===== src/rtl/adder_if.sv =====
// Handshake/operand bundle for adder_pipe_nb.
// The ovf signal exists only when ADDER_OVF_EN is defined.
interface adder_if #(
  parameter int WIDTH = 8
);
  logic             in_valid;
  logic             in_ready;
  logic [WIDTH-1:0] k;
  logic [WIDTH-1:0] t;
  logic             cin;
  logic             out_valid;
  logic             out_ready;
  logic [WIDTH:0]   s;
`ifdef ADDER_OVF_EN
  logic             ovf;

  modport master (
    output in_valid, k, t, cin, out_ready,
    input  in_ready, out_valid, s, ovf
  );
  modport slave (
    input  in_valid, k, t, cin, out_ready,
    output in_ready, out_valid, s, ovf
  );
`else
  modport master (
    output in_valid, k, t, cin, out_ready,
    input  in_ready, out_valid, s
  );
  modport slave (
    input  in_valid, k, t, cin, out_ready,
    output in_ready, out_valid, s
  );
`endif
endinterface


===== src/rtl/adder_pipe_nb.sv =====
// Pipelined WIDTH-bit adder with carry-in and valid/ready handshake.
// The add is split into STAGES chunks of CW = WIDTH/STAGES bits; one chunk is
// resolved per stage with the chunk carry registered in between.
// Optional feature: define ADDER_OVF_EN to add the registered signed-overflow
// output ovf.
// WIDTH must be >= 2 and divisible by STAGES; STAGES must be >= 1.
module adder_pipe_nb #(
  parameter int WIDTH  = 8,
  parameter int STAGES = 2
) (
  input  logic   clk,
  input  logic   reset,
  adder_if.slave bus
);

  localparam int CW   = WIDTH / STAGES;
  localparam int LAST = STAGES - 1;

  // One CW-bit chunk of the ripple add, carry out in the top bit.
  function automatic logic [CW:0] add_chunk(input logic [CW-1:0] a,
                                            input logic [CW-1:0] b,
                                            input logic          ci);
    add_chunk = {1'b0, a} + {1'b0, b} + {{CW{1'b0}}, ci};
  endfunction

  logic             en;
  logic             vld_p [STAGES];
  logic             c_p   [STAGES];
  logic [WIDTH-1:0] sum_p [STAGES];
  // Operand bits not yet consumed, shifted down so chunk i+1 sits at [CW-1:0].
  logic [WIDTH-1:0] k_p   [STAGES];
  logic [WIDTH-1:0] t_p   [STAGES];
  logic [CW:0]      cs    [STAGES];

  // The whole pipe advances together; a full output stage blocks it.
  assign en = bus.out_ready | ~vld_p[LAST];

  // Chunk adders: stage 0 takes the live operands, later stages the carried ones.
  always_comb begin
    cs[0] = add_chunk(bus.k[CW-1:0], bus.t[CW-1:0], bus.cin);
    for (int i = 1; i < STAGES; i++) begin
      cs[i] = add_chunk(k_p[i-1][CW-1:0], t_p[i-1][CW-1:0], c_p[i-1]);
    end
  end

  // ---- stage boundaries: data registers, advance only on en ----
  always_ff @(posedge clk) begin
    if (en) begin
      sum_p[0]         <= '0;
      sum_p[0][CW-1:0] <= cs[0][CW-1:0];
      c_p[0]           <= cs[0][CW];
      if (STAGES > 1) begin
        k_p[0] <= bus.k >> CW;
        t_p[0] <= bus.t >> CW;
      end
      for (int i = 1; i < STAGES - 1; i++) begin
        k_p[i] <= k_p[i-1] >> CW;
        t_p[i] <= t_p[i-1] >> CW;
      end
      for (int i = 1; i < STAGES; i++) begin
        sum_p[i]              <= sum_p[i-1];
        sum_p[i][i*CW +: CW]  <= cs[i][CW-1:0];
        c_p[i]                <= cs[i][CW];
      end
    end
  end

  // Valid bits: cleared by reset, otherwise shifted with the data.
  always_ff @(posedge clk) begin
    if (reset) begin
      for (int i = 0; i < STAGES; i++) vld_p[i] <= 1'b0;
    end else if (en) begin
      vld_p[0] <= bus.in_valid;
      for (int i = 1; i < STAGES; i++) vld_p[i] <= vld_p[i-1];
    end
  end

  assign bus.in_ready  = en;
  assign bus.out_valid = vld_p[LAST];
  // Data registers carry no reset, so the result is forced to zero when empty.
  assign bus.s         = vld_p[LAST] ? {c_p[LAST], sum_p[LAST]} : '0;

`ifdef ADDER_OVF_EN
  // Signed overflow: operands agree in sign, result sign differs.
  function automatic logic ovf_of(input logic ks, input logic ts, input logic ss);
    ovf_of = (ks == ts) & (ss != ks);
  endfunction

  logic km_p [STAGES];
  logic tm_p [STAGES];

  // Operand sign bits ride along with their transaction.
  always_ff @(posedge clk) begin
    if (en) begin
      km_p[0] <= bus.k[WIDTH-1];
      tm_p[0] <= bus.t[WIDTH-1];
      for (int i = 1; i < STAGES; i++) begin
        km_p[i] <= km_p[i-1];
        tm_p[i] <= tm_p[i-1];
      end
    end
  end

  assign bus.ovf = vld_p[LAST] & ovf_of(km_p[LAST], tm_p[LAST], sum_p[LAST][WIDTH-1]);
`endif

endmodule


===== src/flat_wrapper.sv =====
// flat-port wrapper written by rule: the top's interface ports become plain ports
module adder_pipe_nb_flat 
#(
  parameter int WIDTH  = 8,
  parameter int STAGES = 2
)
  (clk, reset, bus_in_valid, bus_k, bus_t, bus_cin, bus_out_ready, bus_in_ready, bus_out_valid, bus_s);
  adder_if #(.WIDTH(WIDTH)) bus_i ();
  input  logic clk;
  input  logic reset;
  input wire logic [$bits(bus_i.in_valid)-1:0] bus_in_valid;
  input wire logic [$bits(bus_i.k)-1:0] bus_k;
  input wire logic [$bits(bus_i.t)-1:0] bus_t;
  input wire logic [$bits(bus_i.cin)-1:0] bus_cin;
  input wire logic [$bits(bus_i.out_ready)-1:0] bus_out_ready;
  output wire logic [$bits(bus_i.in_ready)-1:0] bus_in_ready;
  output wire logic [$bits(bus_i.out_valid)-1:0] bus_out_valid;
  output wire logic [$bits(bus_i.s)-1:0] bus_s;
  assign bus_i.in_valid = bus_in_valid;
  assign bus_i.k = bus_k;
  assign bus_i.t = bus_t;
  assign bus_i.cin = bus_cin;
  assign bus_i.out_ready = bus_out_ready;
  assign bus_in_ready = bus_i.in_ready;
  assign bus_out_valid = bus_i.out_valid;
  assign bus_s = bus_i.s;
  adder_pipe_nb #(.WIDTH(WIDTH), .STAGES(STAGES)) u_core (.clk(clk), .reset(reset), .bus(bus_i));
endmodule

===== config.mk =====
export PLATFORM = sky130hd
export DESIGN_NAME = adder_pipe_nb_flat
export DESIGN_NICKNAME = d
export VERILOG_FILES = /design/src/rtl/adder_if.sv /design/src/rtl/adder_pipe_nb.sv /design/src/flat_wrapper.sv
export SDC_FILE = /design/constraint.sdc
export NUM_CORES = 1
export LEC_CHECK = 0
export CORE_ASPECT_RATIO = 1.1
export CORE_MARGIN = 2
export CORE_UTILIZATION = 45
export CTS_CLUSTER_SIZE = 24
export DETAILED_ROUTE_END_ITERATION = 16
export PLACE_DENSITY_LB_ADDON = 0.3
export SKIP_CTS_REPAIR_TIMING = 1
export SYNTH_ARGS = -nofsm -noshare
export SYNTH_HDL_FRONTEND = slang
export SYNTH_SLANG_ARGS = --single-unit

===== constraint.sdc =====
create_clock -name clk -period 3.73 [get_ports clk]
set_clock_uncertainty 0.1 [all_clocks]
set_input_delay 1.119 -clock clk [delete_from_list [all_inputs] [get_ports clk]]
set_output_delay 1.119 -clock clk [all_outputs]
set_load 0.05 [all_outputs]

* Yosys cells after proc, flatten, opt, wreduce, memory -nomap -nowiden *
Memories as Yosys holds them, arrays and structs flattened.
Index checks and enable logic that the tools add are counted.
W data, S select, Z words.

word-level totals
  register bits = 0
  bits in latches = 0
  bits in writable memories = 36
  ROM bits = 0
  bits of input ports = 21
  output and inout port bits = 11
  word-level logic and storage cells = 26
  memories = 5

memories
  memory        words  bits a word  rd ports  clocked after Yosys merged registers in  write ports  RTL line             source
  u_core.sum_p  2      8            2         0                                        2            adder_pipe_nb.sv:29  logic [WIDTH-1:0] sum_p [STAGES];
  u_core.k_p    2      4            1         0                                        1            adder_pipe_nb.sv:31  logic [WIDTH-1:0] k_p [STAGES];
  u_core.t_p    2      4            1         0                                        1            adder_pipe_nb.sv:32  logic [WIDTH-1:0] t_p [STAGES];
  u_core.c_p    2      1            2         0                                        2            adder_pipe_nb.sv:28  logic c_p [STAGES];
  u_core.vld_p  2      1            2         0                                        2            adder_pipe_nb.sv:27  logic vld_p [STAGES];

operators by class
  add/subtract/negate cells = 4
  multiply operators = 0
  divide/modulo/power cells = 0
  magnitude comparators = 0
  equal/unequal tests = 0
  shifts and indexed selects = 0
  mux-type cells = 11
  bitwise logic cells = 6
  reductions and logical operators = 0

operator list
  operator       count
  $add A4 B4 Y5  2
  $add A5 B1 Y5  2
  $mux W9        1
  $mux W1        8
  $mux W4        2
  $or A1 B1 Y1   5
  $not A1 Y1     1

* Depth between registers and ports, before layout *
Gate-level depths: netlist of the first run.
An unclocked memory read counts as a cell.

  depth after elaboration = 7
  mapped depth = 6

* Least setup slack after synthesis of the first run *
No wires, ideal clock.

  path kind = input -> output
  start point = input bus_out_ready
  end point = output bus_in_ready
  arrival time = 1.662 ns
  required time = 2.511 ns
  path slack = 0.849 ns
  stages = 1
  path through = nand2b_2

on the way
  word-level cells in the longest chain between the ends = 1

RTL lines
  item             RTL line             source
  start, declared  flat_wrapper.sv:15   input wire logic [$bits(bus_i.out_ready)-1:0] bus_out_ready;
  $or A1 B1 Y1     adder_pipe_nb.sv:36  assign en = bus.out_ready | ~vld_p[LAST];
  end, declared    flat_wrapper.sv:16   output wire logic [$bits(bus_i.in_ready)-1:0] bus_in_ready;

No other way between the ends.

* Worst setup path in the final report of the first run *
Ends and elaborated chain as after synthesis.

==> results_dict.tcl, run 1 <==
set metrics [dict create \
    cap_violations 0 \
    worstMarginPinSlew_ps 493 \
    port_buffers 31 \
    max_slew_margin_pct 67.0 \
    post-route-util_pct 65.7 \
    area_delta_synth_final_pct 35.0 \
    grt_max_degree 25 \
    ys_dominant_reg_cell "edfxtp_1" \
    dp_hpwl_um 1180 \
    fillCellCount 181 \
    coreArea_um2 2300 \
    synthTopCellsByCount "24 x edfxtp_1, 9 x and2_2, 8 x inv_1, 6 x ha_1" \
    fin_crit_ps 3140 \
    internal_power_uw 449 \
    cts_buffer_depth 2 \
    hp-class "reg -> reg" \
    finalWorstSetupSlack_ps 590 \
    gp_congestion 0.643 \
    fmax_mhz 318 \
    async_flop_share_pct 0 \
    first_pass_iters 4 \
    r2r_cells 6 \
    hold_viol 0 \
    synth_seq_cells 24 \
    p_comb_share_pct 21.1 \
    cts_made_buffers 3 \
    cts.sinks 24 \
    ys_seq_area_share_pct 64.4 \
    setup_viol 0 \
    syn-num-nets 101 \
    holdPathEnd "u_core.sum_p[1][0]" \
    synth_area_um2 1120 \
    h-tree-depth 1 \
    start_util_pct 48.7 \
    grt_pass1_wl_um 2300 \
    fin_cells 136 \
    dpl_worst_slack_ps 587 \
    routed-via-count 619 \
    cts_tree "yes" \
    vias_per_cell 4.55 \
    pwr-share-seq_pct 60.6 \
    antenna_found_initial 0 \
    synthTopCellsByArea "edfxtp_1 64%, fa_1 7.2%, ha_1 6.7%" \
    fin_crit_sh_pct 84.2 \
    p_per_area_nw_per_um2 391 \
    drc_errors 0 \
    min_from "u_core.sum_p[0][0]" \
    p_sw_share_pct 24.1 \
    synth_most_common_cell "edfxtp_1" \
    dieHeight_um 56.3 \
    holdWs_ps 336 \
    irDropWorstVdd_v 0.000261 \
    worst-path-max-fanout 2 \
    hold_depth 0 \
    p_sw_uw 142 \
    yosys.area.top_type "edfxtp_1" \
    arrival_ps 1920 \
    grt_overflow 0 \
    drive_gt1_share_pct 17.9 \
    rsz0062_at_grt "false" \
    drt_iter0_markers 7 \
    routed_wl_um 1430 \
    setup.worst_path.start_class "primary input" \
    worstSetupEndpointType "primary output" \
    antenna_left 0 \
    r2r_setup_slack_ps 1960 \
    synth_area_per_cell_um2 16.0 \
    cts_root_buffer "clkbuf_4" \
    wl_per_cell_um 10.5 \
    yosys.area.top_type_share_pct 64.4 \
    synthCells 70 \
    status "complete, no violations" \
    power_frac_clock_pct 18.3 \
    die_w_um 51.5 \
    design.die.area_um2 2900 \
    gr-usage-all-layers_pct 10.7 \
    clkLatencyLatePin_ps 300 \
    placed_cells 132 \
    tns_ps 0 \
    clk_pin_slew_ps 120 \
    leakage_nw 0.613 \
    rows 18 \
    required_ps 2510 \
    synth_edf_count 24 \
    timing.rr.start "u_core.k_p[0][0]" \
    rr_endpoint "u_core.c_p[0][1]" \
    yosys_warnings 0 \
    n_antenna_cell 0 \
    nNetsFinal 138 \
    slew_viol_final 0 \
    yosysUniqueCellTypes 16 \
    grt_pass1_vias 591 \
    worstSetupPathType "in -> out" \
    io_pins 32 \
]
==> sequential cells by signal, summed over array words and instances, names as in the netlist <==
signal,cells
u_core.k_p,4
u_core.c_p,2
u_core.vld_p,2
u_core.sum_p,12
u_core.t_p,4
==> power groups by stage <==
| stage | Sequential [mW] | Clock, mW | Combinational (mW) |
|---|---|---|---|
| after floorplan | 0.364 | 0 | 0.0756 |
| after global placement | 0.363 | 0 | 0.122 |
| after detailed placement | 0.365 | 0 | 0.126 |
| after CTS | 0.358 | 0.112 | 0.127 |
| after global routing | 0.364 | 0.121 | 0.136 |
| final | 0.358 | 0.108 | 0.125 |
==> area by class of cell <==
cell class	instances	area, um^2	share of cell area, %
clock buffers	3	22.5	1.49
repair buffers	32	328	21.7
inverters	8	30.0	1.99
multi-input cells	38	368	24.4
flip-flops and latches	24	721	47.7
well taps	30	37.5	2.49
clock inverters	1	3.75	0.249
==> how the worst max path moves through the flow <==
stage	from	to	slack (ps)	cells past startpoint
detailed placement	bus_out_ready	bus_in_ready	590	3
global placement	bus_out_ready	bus_in_ready	600	3
CTS	bus_out_ready	bus_in_ready	570	3
finish	bus_out_ready	bus_in_ready	590	3
floorplan	bus_out_ready	bus_in_ready	850	1
global route	bus_out_ready	bus_in_ready	550	3
==> cells in the final DEF (no fill, tap or decap), drive strengths merged <==
master         netlist  layout
clkdlybuf4s50        0      30
edfxtp              24      24
and2                11      11
inv                  8       8
ha                   6       6
xnor2                4       4
fa                   4       4
clkbuf               0       3
nor2b                3       3
nand2b               3       3
o21ai                2       2
a21o                 2       2
a21oi                2       2
buf                  0       2
or2                  1       1
clkinv               0       1
==> cells by family (layout without fill, tap and decap cells) <==
logic type | count (synthesis) | count (layout) | share of synthesized area, %
flip-flops | 24 | 24 | 64.4
AND/OR/NAND/NOR | 18 | 18 | 12.4
adder cells (fa/ha/maj) | 10 | 10 | 13.9
buffers and inverters | 8 | 44 | 2.68
AO/OA/AOI/OAI | 6 | 6 | 3.47
XOR/XNOR | 4 | 4 | 3.13
==> through the flow <==
step	cell area (um^2)	power, mW
after global routing	1510	0.621
after CTS	1510	0.597
after global placement	1480	0.485
after floorplan	1120	0.440
after detailed placement	1480	0.491
final	1510	0.591
==> critical path, cell delays in order <==
cell and delay, ps:
clkdlybuf4s50_1 410, nand2b_2 220, buf_12 170
==> metal layers <==
metal	vias to the layer above	track usage [%]	part of all wire [%]
met2	24	18.5	53
met5	-	0	0
met1	279	12.1	38
met4	0	5.64	2.1
li1	312	-	-
met3	4	2.39	6.6
(Power assumes the default switching activity.)
==> run 2, diff against run 1 <==
--- a/config.mk
+++ b/config.mk
@@ -7,7 +7,7 @@
 export LEC_CHECK = 0
 export CORE_ASPECT_RATIO = 1.1
 export CORE_MARGIN = 2
-export CORE_UTILIZATION = 45
+export CORE_UTILIZATION = 42
 export CTS_CLUSTER_SIZE = 24
 export DETAILED_ROUTE_END_ITERATION = 16
 export PLACE_DENSITY_LB_ADDON = 0.3
==> constraint.sdc (replaced) <==
create_clock -name clk -period 2.8 [get_ports clk]
set_clock_uncertainty 0.1 [all_clocks]
set_input_delay 0.84 -clock clk [delete_from_list [all_inputs] [get_ports clk]]
set_output_delay 0.84 -clock clk [all_outputs]
set_load 0.05 [all_outputs]
==> run 2 against run 1 <==
  * Non-clock buffer count is the same
  * Largest cell class unchanged
  * Final area rose by 3.3%
  * Combinational power increased by 30%
  * First-iteration DRC count shrank 43%
  * Sequential share of layout area down 1.5 points
  * Flip-flop and latch count unchanged
  * Cell count grew 0.74%
  * Critical path depth decreased by 2
  * Critical endpoint is now bus_out_valid
==> results_dict.tcl, run 2 (synthesis results as in run 1) <==
set metrics [dict create \
    status "complete, no violations" \
    setup_viol 0 \
    largest_reg_flops 12 \
    clk_pin_slew_ps 120 \
    irDropWorstVdd_v 0.000370 \
    vias_per_cell 4.41 \
    p_sw_share_pct 21.8 \
    cts_buffer_depth 2 \
    seq_area_um2 721 \
    routed-via-count 604 \
    fmax_mhz 384 \
    largest-register "u_core.sum_p" \
    port_buffers 31 \
    dp_hpwl_um 1110 \
    crit_path_top_delay_cell "clkdlybuf4s50_1" \
    clkLatencyLatePin_ps 310 \
    p_sw_uw 193 \
    slowest_delay_ps 850 \
    coreArea_um2 2520 \
    rsz0062_at_grt "false" \
    io_pins 32 \
    drc_errors 0 \
    pwr-share-seq_pct 54.1 \
    cts_made_buffers 3 \
    tns_ps 0 \
    antenna_found_initial 0 \
    multiInputGateArea_um2 368 \
    fin_crit_ps 2610 \
    worst-path-max-fanout 11 \
    path_delay_family "buffers and inverters" \
    leakage_nw 0.783 \
    hp-class "reg -> reg" \
    internal_power_uw 689 \
    worstSetupEndpointType "primary output" \
    h-tree-depth 1 \
    wl_per_cell_um 10.3 \
    die_w_um 53.2 \
    drt_iter0_markers 4 \
    setup.worst_path.start_class "register" \
    grt_max_degree 25 \
    drive_gt1_share_pct 18.9 \
    final_cell_mix "24 x edfxtp_1, 21 x clkdlybuf4s50_1, 9 x and2_2, 9 x dlymetal6s2s_1, 8 x inv_1" \
    cap_violations 0 \
    cts.sinks 24 \
    dieHeight_um 58.1 \
    fillCellCount 202 \
    area_delta_synth_final_pct 39.5 \
    n_antenna_cell 0 \
    slew_viol_final 0 \
    grt_pass1_vias 580 \
    top_regs "u_core.sum_p x12, u_core.k_p x4, u_core.t_p x4" \
    post-route-util_pct 61.9 \
    p_comb_share_pct 18.5 \
    final_common_cell "edfxtp_1" \
    design.die.area_um2 3090 \
    hold_viol 0 \
    fin_crit_sh_pct 93.1 \
    worstMarginPinSlew_ps 501 \
    min_from "u_core.sum_p[0][1]" \
    cp_num_buf_inv 1 \
    required_ps 1860 \
    start_util_pct 44.4 \
    cts_root_buffer "clkbuf_4" \
    cts_tree "yes" \
    worstSetupPathType "reg -> out" \
    cp-startpoint "u_core.vld_p[0][1]" \
    rows 19 \
    critical_path.cell_chain "clkdlybuf4s50_1" \
    gp_congestion 0.657 \
    power_frac_clock_pct 27.4 \
    nNetsFinal 138 \
    antenna_left 0 \
    first_pass_iters 3 \
    max_slew_margin_pct 66.5 \
    grt_overflow 0 \
    arrival_ps 1670 \
    grt_pass1_wl_um 2250 \
    gr-usage-all-layers_pct 10.4 \
    routed_wl_um 1410 \
    p_per_area_nw_per_um2 565 \
    timing.rr.start "u_core.k_p[0][0]" \
]
[run 2: changes by cell type in the layout (fill, tap and decap cells not counted), sizes merged]
cell	change
bufinv	+1
clkdlybuf4s50	-9
clkinv	-1
dlymetal6s2s	+9
[run 2: layout make-up]
class	count	area share (%)
clock buffer	3	1.44
clock inverter	1	1.92
inverter	8	1.92
multi-input combinational	38	23.6
sequential	24	46.2
tap	31	2.49
timing repair buffer	32	22.5
[run 2: power groups by stage]
stage	Clock (mW)	Combinational (mW)	Sequential, mW
3_3_place_gp	0	0.163	0.484
2_1_floorplan	0	0.101	0.485
4_1_cts	0.247	0.167	0.478
5_1_grt	0.263	0.178	0.484
6_report	0.242	0.163	0.477
3_5_place_dp	0	0.166	0.486
[run 2: per-stage QoR]
stage	setup slack (ps)	hold slack [ps]	power (mW)	instances	area [um^2]
final	194	334	0.882	137	1560
after global routing	64.6	342	0.926	137	1560
after CTS	37.3	334	0.891	137	1540
after detailed placement	184	305	0.652	133	1490
after global placement	219	305	0.647	133	1490
after floorplan	477	300	0.586	70	1120
[run 2: worst paths after layout]
kind / endpoint / slack (ps) / cells past startpoint
setup / recovery: bus_out_valid / 190 / 1
hold / removal: u_core.sum_p[1][1] / 330 / 0
setup reg to reg: u_core.c_p[0][1] / 1050 / 6
hold reg to reg: u_core.sum_p[1][1] / 330 / 0
[run 2: layer usage]
layer	GRT usage [%]	vias to the layer above	share of wire, %
li1	-	313	-
met1	11.7	262	39
met2	17.3	25	51
met3	1.55	4	6.7
met4	7.69	0	3.0
met5	0	-	0
